**src/rtl/weyl_pkg.sv**
```systemverilog
// Shared types and constants for the Weyl-sequence stream scheduler.
// The Weyl index helper is evaluated only with constant arguments, so it folds away at elaboration.
package weyl_pkg;

  localparam int unsigned WEYL_BITSTREAM = 64;
  localparam int unsigned WEYL_BASE      = 61;
  localparam int unsigned WEYL_STRIDE    = 17;

  typedef enum logic {
    ST_IDLE   = 1'b0,
    ST_STREAM = 1'b1
  } weyl_state_e;

  function automatic int unsigned weyl_idx(input int unsigned base,
                                           input int unsigned stride,
                                           input int unsigned bs,
                                           input int unsigned i);
    return (base + i * stride) % bs;
  endfunction

endpackage

```
**src/rtl/weyl_rr_arb.sv**
```systemverilog
// Round-robin arbiter: combinational one-hot grant searched from a registered pointer.
// The pointer moves to one past the winner whenever the grant is accepted.
module weyl_rr_arb #(
  parameter  int unsigned NREQ = 4,
  localparam int unsigned IDW  = $clog2(NREQ)
) (
  input  logic            clk,
  input  logic            rst_n,
  input  logic [NREQ-1:0] req,
  input  logic            accept,
  output logic [NREQ-1:0] gnt,
  output logic [IDW-1:0]  gnt_idx,
  output logic            gnt_any
);

  logic [IDW-1:0] rr_ptr;

  always_comb begin
    gnt_idx = '0;
    gnt_any = 1'b0;
    for (int unsigned off = 0; off < NREQ; off++) begin
      int unsigned idx;
      idx = (32'(rr_ptr) + off) % NREQ;
      if (!gnt_any && req[IDW'(idx)]) begin
        gnt_any = 1'b1;
        gnt_idx = IDW'(idx);
      end
    end
    gnt = gnt_any ? (NREQ'(1) << gnt_idx) : '0;
  end

  always_ff @(posedge clk or negedge rst_n) begin
    if (!rst_n) begin
      rr_ptr <= '0;
    end else if (accept && gnt_any) begin
      rr_ptr <= (gnt_idx == IDW'(NREQ - 1)) ? '0 : gnt_idx + 1'b1;
    end
  end

endmodule

```
**src/rtl/weyl_sched.sv**
```systemverilog
// Weyl-sequence bitstream scheduler: grants one requester, then streams a BITSTREAM-beat
// pattern holding `quota` ones. Optional ones counter output under WEYL_SCHED_ONES_CNT_EN.
module weyl_sched
  import weyl_pkg::*;
#(
  parameter  int unsigned BITSTREAM = WEYL_BITSTREAM,
  parameter  int unsigned BASE      = WEYL_BASE,
  parameter  int unsigned STRIDE    = WEYL_STRIDE,
  parameter  int unsigned NREQ      = 4,
  localparam int unsigned IW        = $clog2(BITSTREAM),
  localparam int unsigned IDW       = $clog2(NREQ)
) (
  input  logic               clk,
  input  logic               rst_n,
  input  logic               flush,
  input  logic [NREQ-1:0]    req_valid,
  input  logic [NREQ*IW-1:0] req_quota,
  output logic [NREQ-1:0]    req_ready,
  output logic               out_valid,
  input  logic               out_ready,
  output logic               out_bit,
  output logic [IDW-1:0]     out_id,
  output logic               out_last,
  output logic               busy
`ifdef WEYL_SCHED_ONES_CNT_EN
  ,
  output logic [IW:0]        ones_cnt
`endif
);

  weyl_state_e          state;
  logic [BITSTREAM-1:0] shreg;
  logic [IW-1:0]        beat_cnt;
  logic [NREQ-1:0]      gnt;
  logic [IDW-1:0]       gnt_idx;
  logic                 gnt_any;
  logic [IW-1:0]        quota_sel;
  logic [BITSTREAM-1:0] pat;
  logic                 hs;

  weyl_rr_arb #(
    .NREQ(NREQ)
  ) u_arb (
    .clk    (clk),
    .rst_n  (rst_n),
    .req    (req_valid),
    .accept (state == ST_IDLE),
    .gnt    (gnt),
    .gnt_idx(gnt_idx),
    .gnt_any(gnt_any)
  );

  // Gated by rst_n so the grant is invisible while reset is held.
  assign req_ready = (state == ST_IDLE && rst_n) ? gnt : '0;
  assign busy      = (state == ST_STREAM);
  assign out_bit   = shreg[0];
  assign hs        = out_valid && out_ready;

  always_comb begin
    quota_sel = '0;
    for (int unsigned n = 0; n < NREQ; n++) begin
      if (gnt_idx == IDW'(n)) quota_sel = req_quota[n*IW +: IW];
    end
  end

  // The i-th Weyl position is one when i < quota; positions are constants per bit.
  always_comb begin
    pat = '0;
    for (int unsigned i = 0; i < BITSTREAM; i++) begin
      pat[IW'(weyl_idx(BASE, STRIDE, BITSTREAM, i))] = (i < 32'(quota_sel));
    end
  end

  always_ff @(posedge clk or negedge rst_n) begin
    if (!rst_n) begin
      state     <= ST_IDLE;
      shreg     <= '0;
      beat_cnt  <= '0;
      out_id    <= '0;
      out_valid <= 1'b0;
      out_last  <= 1'b0;
    end else begin
      case (state)
        ST_IDLE: begin
          if (gnt_any) begin
            state     <= ST_STREAM;
            shreg     <= pat;
            out_id    <= gnt_idx;
            beat_cnt  <= '0;
            out_valid <= 1'b1;
            out_last  <= 1'b0;
          end
        end
        ST_STREAM: begin
          if (flush) begin
            state     <= ST_IDLE;
            beat_cnt  <= '0;
            out_valid <= 1'b0;
            out_last  <= 1'b0;
          end else if (hs) begin
            if (out_last) begin
              state     <= ST_IDLE;
              beat_cnt  <= '0;
              out_valid <= 1'b0;
              out_last  <= 1'b0;
            end else begin
              beat_cnt <= beat_cnt + 1'b1;
              shreg    <= shreg >> 1;
              out_last <= (beat_cnt == IW'(BITSTREAM - 2));
            end
          end
        end
        default: begin
          state     <= ST_IDLE;
          out_valid <= 1'b0;
          out_last  <= 1'b0;
        end
      endcase
    end
  end

`ifdef WEYL_SCHED_ONES_CNT_EN
  always_ff @(posedge clk or negedge rst_n) begin
    if (!rst_n) begin
      ones_cnt <= '0;
    end else if (state == ST_IDLE && gnt_any) begin
      ones_cnt <= '0;
    end else if (state == ST_STREAM && flush) begin
      ones_cnt <= '0;
    end else if (state == ST_STREAM && hs && shreg[0]) begin
      ones_cnt <= ones_cnt + 1'b1;
    end
  end
`endif

endmodule

```
**config.mk**
```make
export PLATFORM = sky130hd
export DESIGN_NAME = weyl_sched
export DESIGN_NICKNAME = d
export VERILOG_FILES = /design/src/rtl/weyl_pkg.sv /design/src/rtl/weyl_rr_arb.sv /design/src/rtl/weyl_sched.sv
export SDC_FILE = /design/constraint.sdc
export NUM_CORES = 1
export LEC_CHECK = 0
export ABC_AREA = 0
export ABC_CLOCK_PERIOD_IN_PS = 6640
export CORE_ASPECT_RATIO = 0.7
export CORE_MARGIN = 2
export CORE_UTILIZATION = 35
export CTS_BUF_LIST = sky130_fd_sc_hd__clkbuf_2 sky130_fd_sc_hd__clkbuf_4 sky130_fd_sc_hd__clkbuf_8
export CTS_CLUSTER_DIAMETER = 200
export CTS_CLUSTER_SIZE = 25
export DETAILED_ROUTE_END_ITERATION = 10
export HOLD_SLACK_MARGIN = 0.03
export PLACE_DENSITY = 0.65
export SYNTH_ARGS = -nofsm -noshare
export SYNTH_HDL_FRONTEND = slang
export SYNTH_SLANG_ARGS = --single-unit
```
**constraint.sdc**
```tcl
create_clock -name clk -period 6.64 [get_ports clk]
set_clock_uncertainty 0.15 [all_clocks]
set_input_delay 1.328 -clock clk [delete_from_list [all_inputs] [get_ports clk]]
set_output_delay 1.328 -clock clk [all_outputs]
set_load 0.01 [all_outputs]
```
### Word level (Yosys, flattened, before mapping)

Cells that the tools add are included.

| word-level totals | value |
|---|---|
| bits in registers | 77 |
| latch bits | 0 |
| memory bits (writable) | 0 |
| ROM bits | 0 |
| bits of input ports | 32 |
| output and inout bits | 10 |
| word-level logic and storage cells | 153 |
| memories kept | 0 |

| cells by class | value |
|---|---|
| add/sub/neg operators | 5 |
| multiply operators | 0 |
| div/mod/pow operators | 0 |
| order comparisons | 67 |
| eq/ne operators | 10 |
| shifts and indexed selects | 1 |
| mux-type cells | 48 |
| bitwise gates (word level) | 1 |
| reductions and logical operators | 14 |

Operator list:

| cell | number |
|---|---|
| $mux 64 | 4 |
| $lt 6x6->1 const A | 31 |
| $pmux 64 s2 | 1 |
| $lt 5x6->1 const A | 16 |
| $lt 4x6->1 const A | 8 |
| $mux 6 | 8 |
| $lt 3x6->1 const A | 4 |
| $mux 1 | 20 |
| $lt 1x6->1 const A | 2 |
| $lt 2x3->1 const B | 4 |
| $lt 2x6->1 const A | 2 |
| $pmux 6 s2 | 1 |
| $mux 2 | 5 |
| $bmux 1 s2 | 4 |
| $mux 4 | 2 |
| $add 6x1->6 const B | 1 |
| $eq 6x6->1 const B | 1 |
| $logic_and 1x1->1 | 6 |
| $ne 2x2->1 const B | 3 |
| $pmux 1 s2 | 3 |
| $add 2x1->2 const B | 2 |
| $add 2x2->2 const B | 2 |
| $eq 2x2->1 const B | 2 |
| $reduce_and 2->1 | 2 |
| other kinds (10) | 12 |

### Logic depth before layout (Yosys ltp)

| logic depth | value |
|---|---|
| depth after elaboration | 20 |
| gate-level depth with buffers | 13 |
| mapped depth without buffers | 11 |

### Modules after synthesis

From an unflattened synthesis, not the netlist that was laid out.

| unflattened totals | value |
|---|---|
| cell total of the unflattened synthesis | 464 |
| area, all modules | 4237.8 µm² |

By module, submodules not included:

| module | instances | cells each | area each (µm²) | sequential area each (µm²) |
|---|---|---|---|---|
| weyl_sched | 1 | 437 | 3962.6 | 1876.8 |
| weyl_rr_arb | 1 | 27 | 275.3 | 50.0 |

### Least setup slack after synthesis

OpenSTA, ideal clock, no wires.

| path | value |
|---|---|
| path type | in2reg |
| start point | input req_valid[2] |
| end point | register shreg[47] |
| library setup time | 0.126 ns |
| data arrival time | 3.672 ns |
| required time | 6.364 ns |
| setup slack | 2.692 ns |
| cell stages on the path | 11 |
| path through | mux2i_1 -> nor2_1 -> nor3_1 -> inv_1 -> ha_1 -> or2_0 -> buf_6 -> a221oi_4 -> o21ai_4 -> a311o_1 -> o32a_1 |

| between the ends | value |
|---|---|
| cells in the longest elaborated chain, start to end | 20 |
| elaborated cells between the ends (all ways) | 35 |
| those cells by class | 1 x order compare; 4 x eq/ne; 22 x mux; 8 x reduce/logical |

Ends and longest elaborated chain:

| what | RTL line | text |
|---|---|---|
| start: declaration | weyl_sched.sv:16 | `input logic [NREQ-1:0] req_valid,` |
| $bmux 1 s2 | weyl_rr_arb.sv:24 | `if (!gnt_any && req[IDW'(idx)]) begin` |
| $mux 1 (implied by the code) | weyl_rr_arb.sv:24 |  |
| $mux 1 | weyl_rr_arb.sv:24 |  |
| $logic_not 1->1 | weyl_rr_arb.sv:24 |  |
| $logic_and 1x1->1 | weyl_rr_arb.sv:24 |  |
| $mux 1 | weyl_rr_arb.sv:24 |  |
| $logic_not 1->1 | weyl_rr_arb.sv:24 |  |
| $logic_and 1x1->1 | weyl_rr_arb.sv:24 |  |
| [... 3 more ...] | -- |  |
| $mux 2 (*) | weyl_rr_arb.sv:24 |  |
| named net gnt_idx[0] | weyl_sched.sv:35 | `logic [IDW-1:0] gnt_idx;` |
| $logic_not 2->1 | weyl_sched.sv:62 | `if (gnt_idx == IDW'(n)) quota_sel = req_quota[n*IW +: IW];` |
| $mux 6 (3 in a row) | weyl_sched.sv:62 |  |
| $mux 6 (*) | weyl_sched.sv:62 |  |
| $lt 5x6->1 (*) | weyl_sched.sv:70 | `pat[IW'(weyl_idx(BASE, STRIDE, BITSTREAM, i))] = (i < 32'(quota_sel));` |
| $mux 64 (*) | weyl_sched.sv:85 | `if (gnt_any) begin` |
| $pmux 64 s2 (*) | weyl_sched.sv:83 | `case (state)` |
| end signal: assignment | weyl_sched.sv:87 | `shreg <= pat;` |
| end signal: assignment | weyl_sched.sv:108 | `shreg <= shreg >> 1;` |
| end: declaration | weyl_sched.sv:32 | `logic [BITSTREAM-1:0] shreg;` |

Mark *: on every way through the listed nets, which the timed path passes. The rest lies on a longest branch. The select of a mux whose other input is x is not followed.
A chain may end at the register's enable or synchronous reset.

### Final worst setup path

| path | value |
|---|---|
| start point | input req_valid[0] |
| end point | output req_ready[1] |

| between the ends | value |
|---|---|
| cells in the longest elaborated chain, start to end | 15 |
| elaborated cells between the ends (all ways) | 25 |
| those cells by class | 1 x shift; 18 x mux; 6 x reduce/logical |

Ends and longest elaborated chain:

| what | RTL line | text |
|---|---|---|
| $bmux 1 s2 | weyl_rr_arb.sv:24 |  |
| $mux 1 (implied by the code) | weyl_rr_arb.sv:24 |  |
| $mux 1 | weyl_rr_arb.sv:24 |  |
| $logic_not 1->1 | weyl_rr_arb.sv:24 |  |
| $logic_and 1x1->1 | weyl_rr_arb.sv:24 |  |
| $mux 1 | weyl_rr_arb.sv:24 |  |
| $logic_not 1->1 | weyl_rr_arb.sv:24 |  |
| $logic_and 1x1->1 | weyl_rr_arb.sv:24 |  |
| $mux 1 | weyl_rr_arb.sv:24 |  |
| $logic_not 1->1 | weyl_rr_arb.sv:24 |  |
| $logic_and 1x1->1 | weyl_rr_arb.sv:24 |  |
| $mux 2 (*) | weyl_rr_arb.sv:24 |  |
| named net gnt_idx[0] | weyl_sched.sv:35 |  |
| $shl 1x2->4 (*) | weyl_rr_arb.sv:29 | `gnt = gnt_any ? (NREQ'(1) << gnt_idx) : '0;` |
| $mux 4 (*) | weyl_rr_arb.sv:29 |  |
| $mux 4 (*) | weyl_sched.sv:54 | `assign req_ready = (state == ST_IDLE && rst_n) ? gnt : '0;` |
| end: declaration | weyl_sched.sv:18 | `output logic [NREQ-1:0] req_ready,` |

Marked as above.

==> out/results.ini <==
[outcome]
outcome = completed

[setup_path]
crit_chain = clkdlybuf4s50_1, mux2i_1, nor2_1, nor3_1, ha_1, and3_1, clkdlybuf4s50_1
end_kind = output pin
crit_path_top_delay_cell = ha_1
cp_max_fo = 9
cp.required_ps = 5160
critPathLaunchType = input pin
timing_worst_setup_path_type = in2out
reg2reg_depth = 11
slowest_delay_ps = 570
crit_top_cell = clkdlybuf4s50_1
arrival_ps = 3830

[synth]
synth.top_cell.area_share_pct = 46.8
ys_warn_count = 0
synth_common_cells = dfrtp_1 (77), nand2_1 (56), a21oi_1 (52)
synth_ff_type = dfrtp_1
synth.area.top_cells = dfrtp_1 (47%), a21oi_1 (6.3%), o21ai_0 (5.8%)
synthCells = 461
synth-seq-cells = 77
syn_area_sq_mm = 0.00412
yosys.area.top_type = dfrtp_1
synthArstFlopShare_pct = 100
syn_area_per_cell_sq_um = 8.94
yosysSeqAreaShare_pct = 46.8
synth_enable_flop_cells = 0
yosysMostFrequentCell = dfrtp_1
synthesis.nets = 499
synth_cell_types = 63

[detailed_routing]
ant_nets = 0
detail_route.first_pass.iterations = 4
num_vias = 3734
drc = 0
drtIter0Drc = 344
viasPerCell = 5.75
finalWirelength_um = 11700
drt-wirelength-per-cell_um = 18.1

[sta]
tightestPinTransition_ps = 1100
slew_headroom_pct = 26.4
finalCriticalPeriod_ps = 5310
hold_violations = 0
tns_ps = 0
rsz0062_at_grt = no
setup_viol = 0
post-route-period-util_pct = 80.0
timing.fmax_ghz = 0.188
slew_viol_final = 0

[power_and_ir_drop]
power_density_mw_per_mm2 = 541
p_leak_uw = 0.00201
peakVddDrop_mv = 0.358

[place]
post-place-cells = 633
gp_congestion = 0.842
port_buffers = 41
dp_hpwl_um = 7840

[die]
ioPinCount = 42
rows = 33
die_w_um = 134
core_area_sq_mm = 0.0116
die_h_um = 94.8
initial_core_util_pct = 35.5
die_area_sq_mm = 0.0127

[finish]
final-seq-area_sq_mm = 0.00193
final_layout_size_suffix_gt1_share_pct = 7.52
fillers = 1110
multi_input_area_sq_mm = 0.00201
antenna_cells = 0
layout.nets = 525
layout.cells.non_filler = 649
area_growth_pct = 18.2

[global_routing]
grt_usage_pct = 19.7
overflow = 0
use_met1_pct = 28.7
grt_busiest_layer = met1
gr-usage-met2_pct = 28.6
grt_max_degree = 56
use_met3_pct = 4.99
grt_pass1_wl_um = 19200
grt_pass1_vias = 3624
antenna_found_initial = 0

[clock_tree]
cts_resized = 0
root_buffer = clkbuf_8
cts_setup_buffers = 0
cts_tree = built
cts_buffer_depth = 2
cts-buffers-inserted = 9
cts_hold_buf = 0
clk_pin_slew_ps = 80
cts_num_sinks = 77
h-tree-depth = 3
clk_latency_ps = 370

[flow_run]
drv_cap = 0

[min_path]
min_path_cells = 2
worstHoldPathType = reg2reg

[state kept, by name (all words and copies together) (netlist names)]
name,flops
busy,1
u_arb.rr_ptr,2
beat_cnt,6
out_id,2
out_last,1
out_valid,1
shreg,64
[layer usage]
layer / vias up / part of all wire, %
met5: - / 0
met4: 0 / 1.4
met3: 19 / 8.1
met2: 157 / 43
met1: 1828 / 48
li1: 1730 / -
[final cells by class]
class | instances | area share, %
clock buffer | 9 | 2.54
clock inverter | 7 | 2.52
inverter | 8 | 0.617
multi-input combinational | 343 | 41.3
sequential | 77 | 39.6
tap | 157 | 4.03
timing repair buffer | 48 | 9.46
[worst max-delay path, delay by kind of cell]
kind / cells / cell delay (ps)
and+or+nand+nor: 3 / 750
buffers and inverters: 2 / 1010
muxes: 1 / 170
adders and majority gates: 1 / 570
[through the flow]
step                      total power, uW  worst slack (ps)  utilization (%)  instance area [sq um]  hold slack (ps)
after floorplan                      1790              2690                -                   4120              292
after global placement               2140              1530             39.8                   4620              304
after detailed placement             2170              1390             39.8                   4620              312
after CTS                            2610              1370             42.0                   4870              332
after global routing                 2830              1090             42.0                   4870              353
final                                2630              1330             42.0                   4870              326
[final timing paths]
path / start / to / slack [ps]
min in group asynchronous: rst_n / shreg[11] / 800
hold / removal: shreg[18] / shreg[18] / 330
setup / recovery: req_valid[0] / req_ready[1] / 1330
max in group asynchronous: rst_n / shreg[59] / 4610
hold reg to reg: shreg[18] / shreg[18] / 330
setup reg to reg: u_arb.rr_ptr[1] / shreg[15] / 2600
[cell usage in the layout, fill, tap and decap left out, types with 8 or more instances in the layout]
cell and n:
dfrtp_1 77, nand2_1 56, a21oi_1 52, o21ai_0 48
nor2_1 44, clkdlybuf4s50_1 40, and3_1 15, o22ai_1 12
clkbuf_8 9, inv_1 8, buf_4 8
[where the power goes]
| part | internal [uW] | switching (uW) | total [uW] |
|---|---|---|---|
| combinational | 480 | 916 | 1400 |
| clock | 251 | 191 | 442 |
| sequential | 682 | 115 | 797 |
| total | 1410 | 1220 | 2630 |
[cells by family after synthesis]
group	after synthesis	synth area share, %
multiplexers	3	0.759
flip-flops	77	46.8
AO/OA/AOI/OAI	171	27.0
adder cells (fa/ha/maj)	6	1.82
AND/OR/NAND/NOR	159	18.2
buffers and inverters	41	4.68
XOR/XNOR	4	0.850
Note: power is estimated with default switching activity, not from simulation.
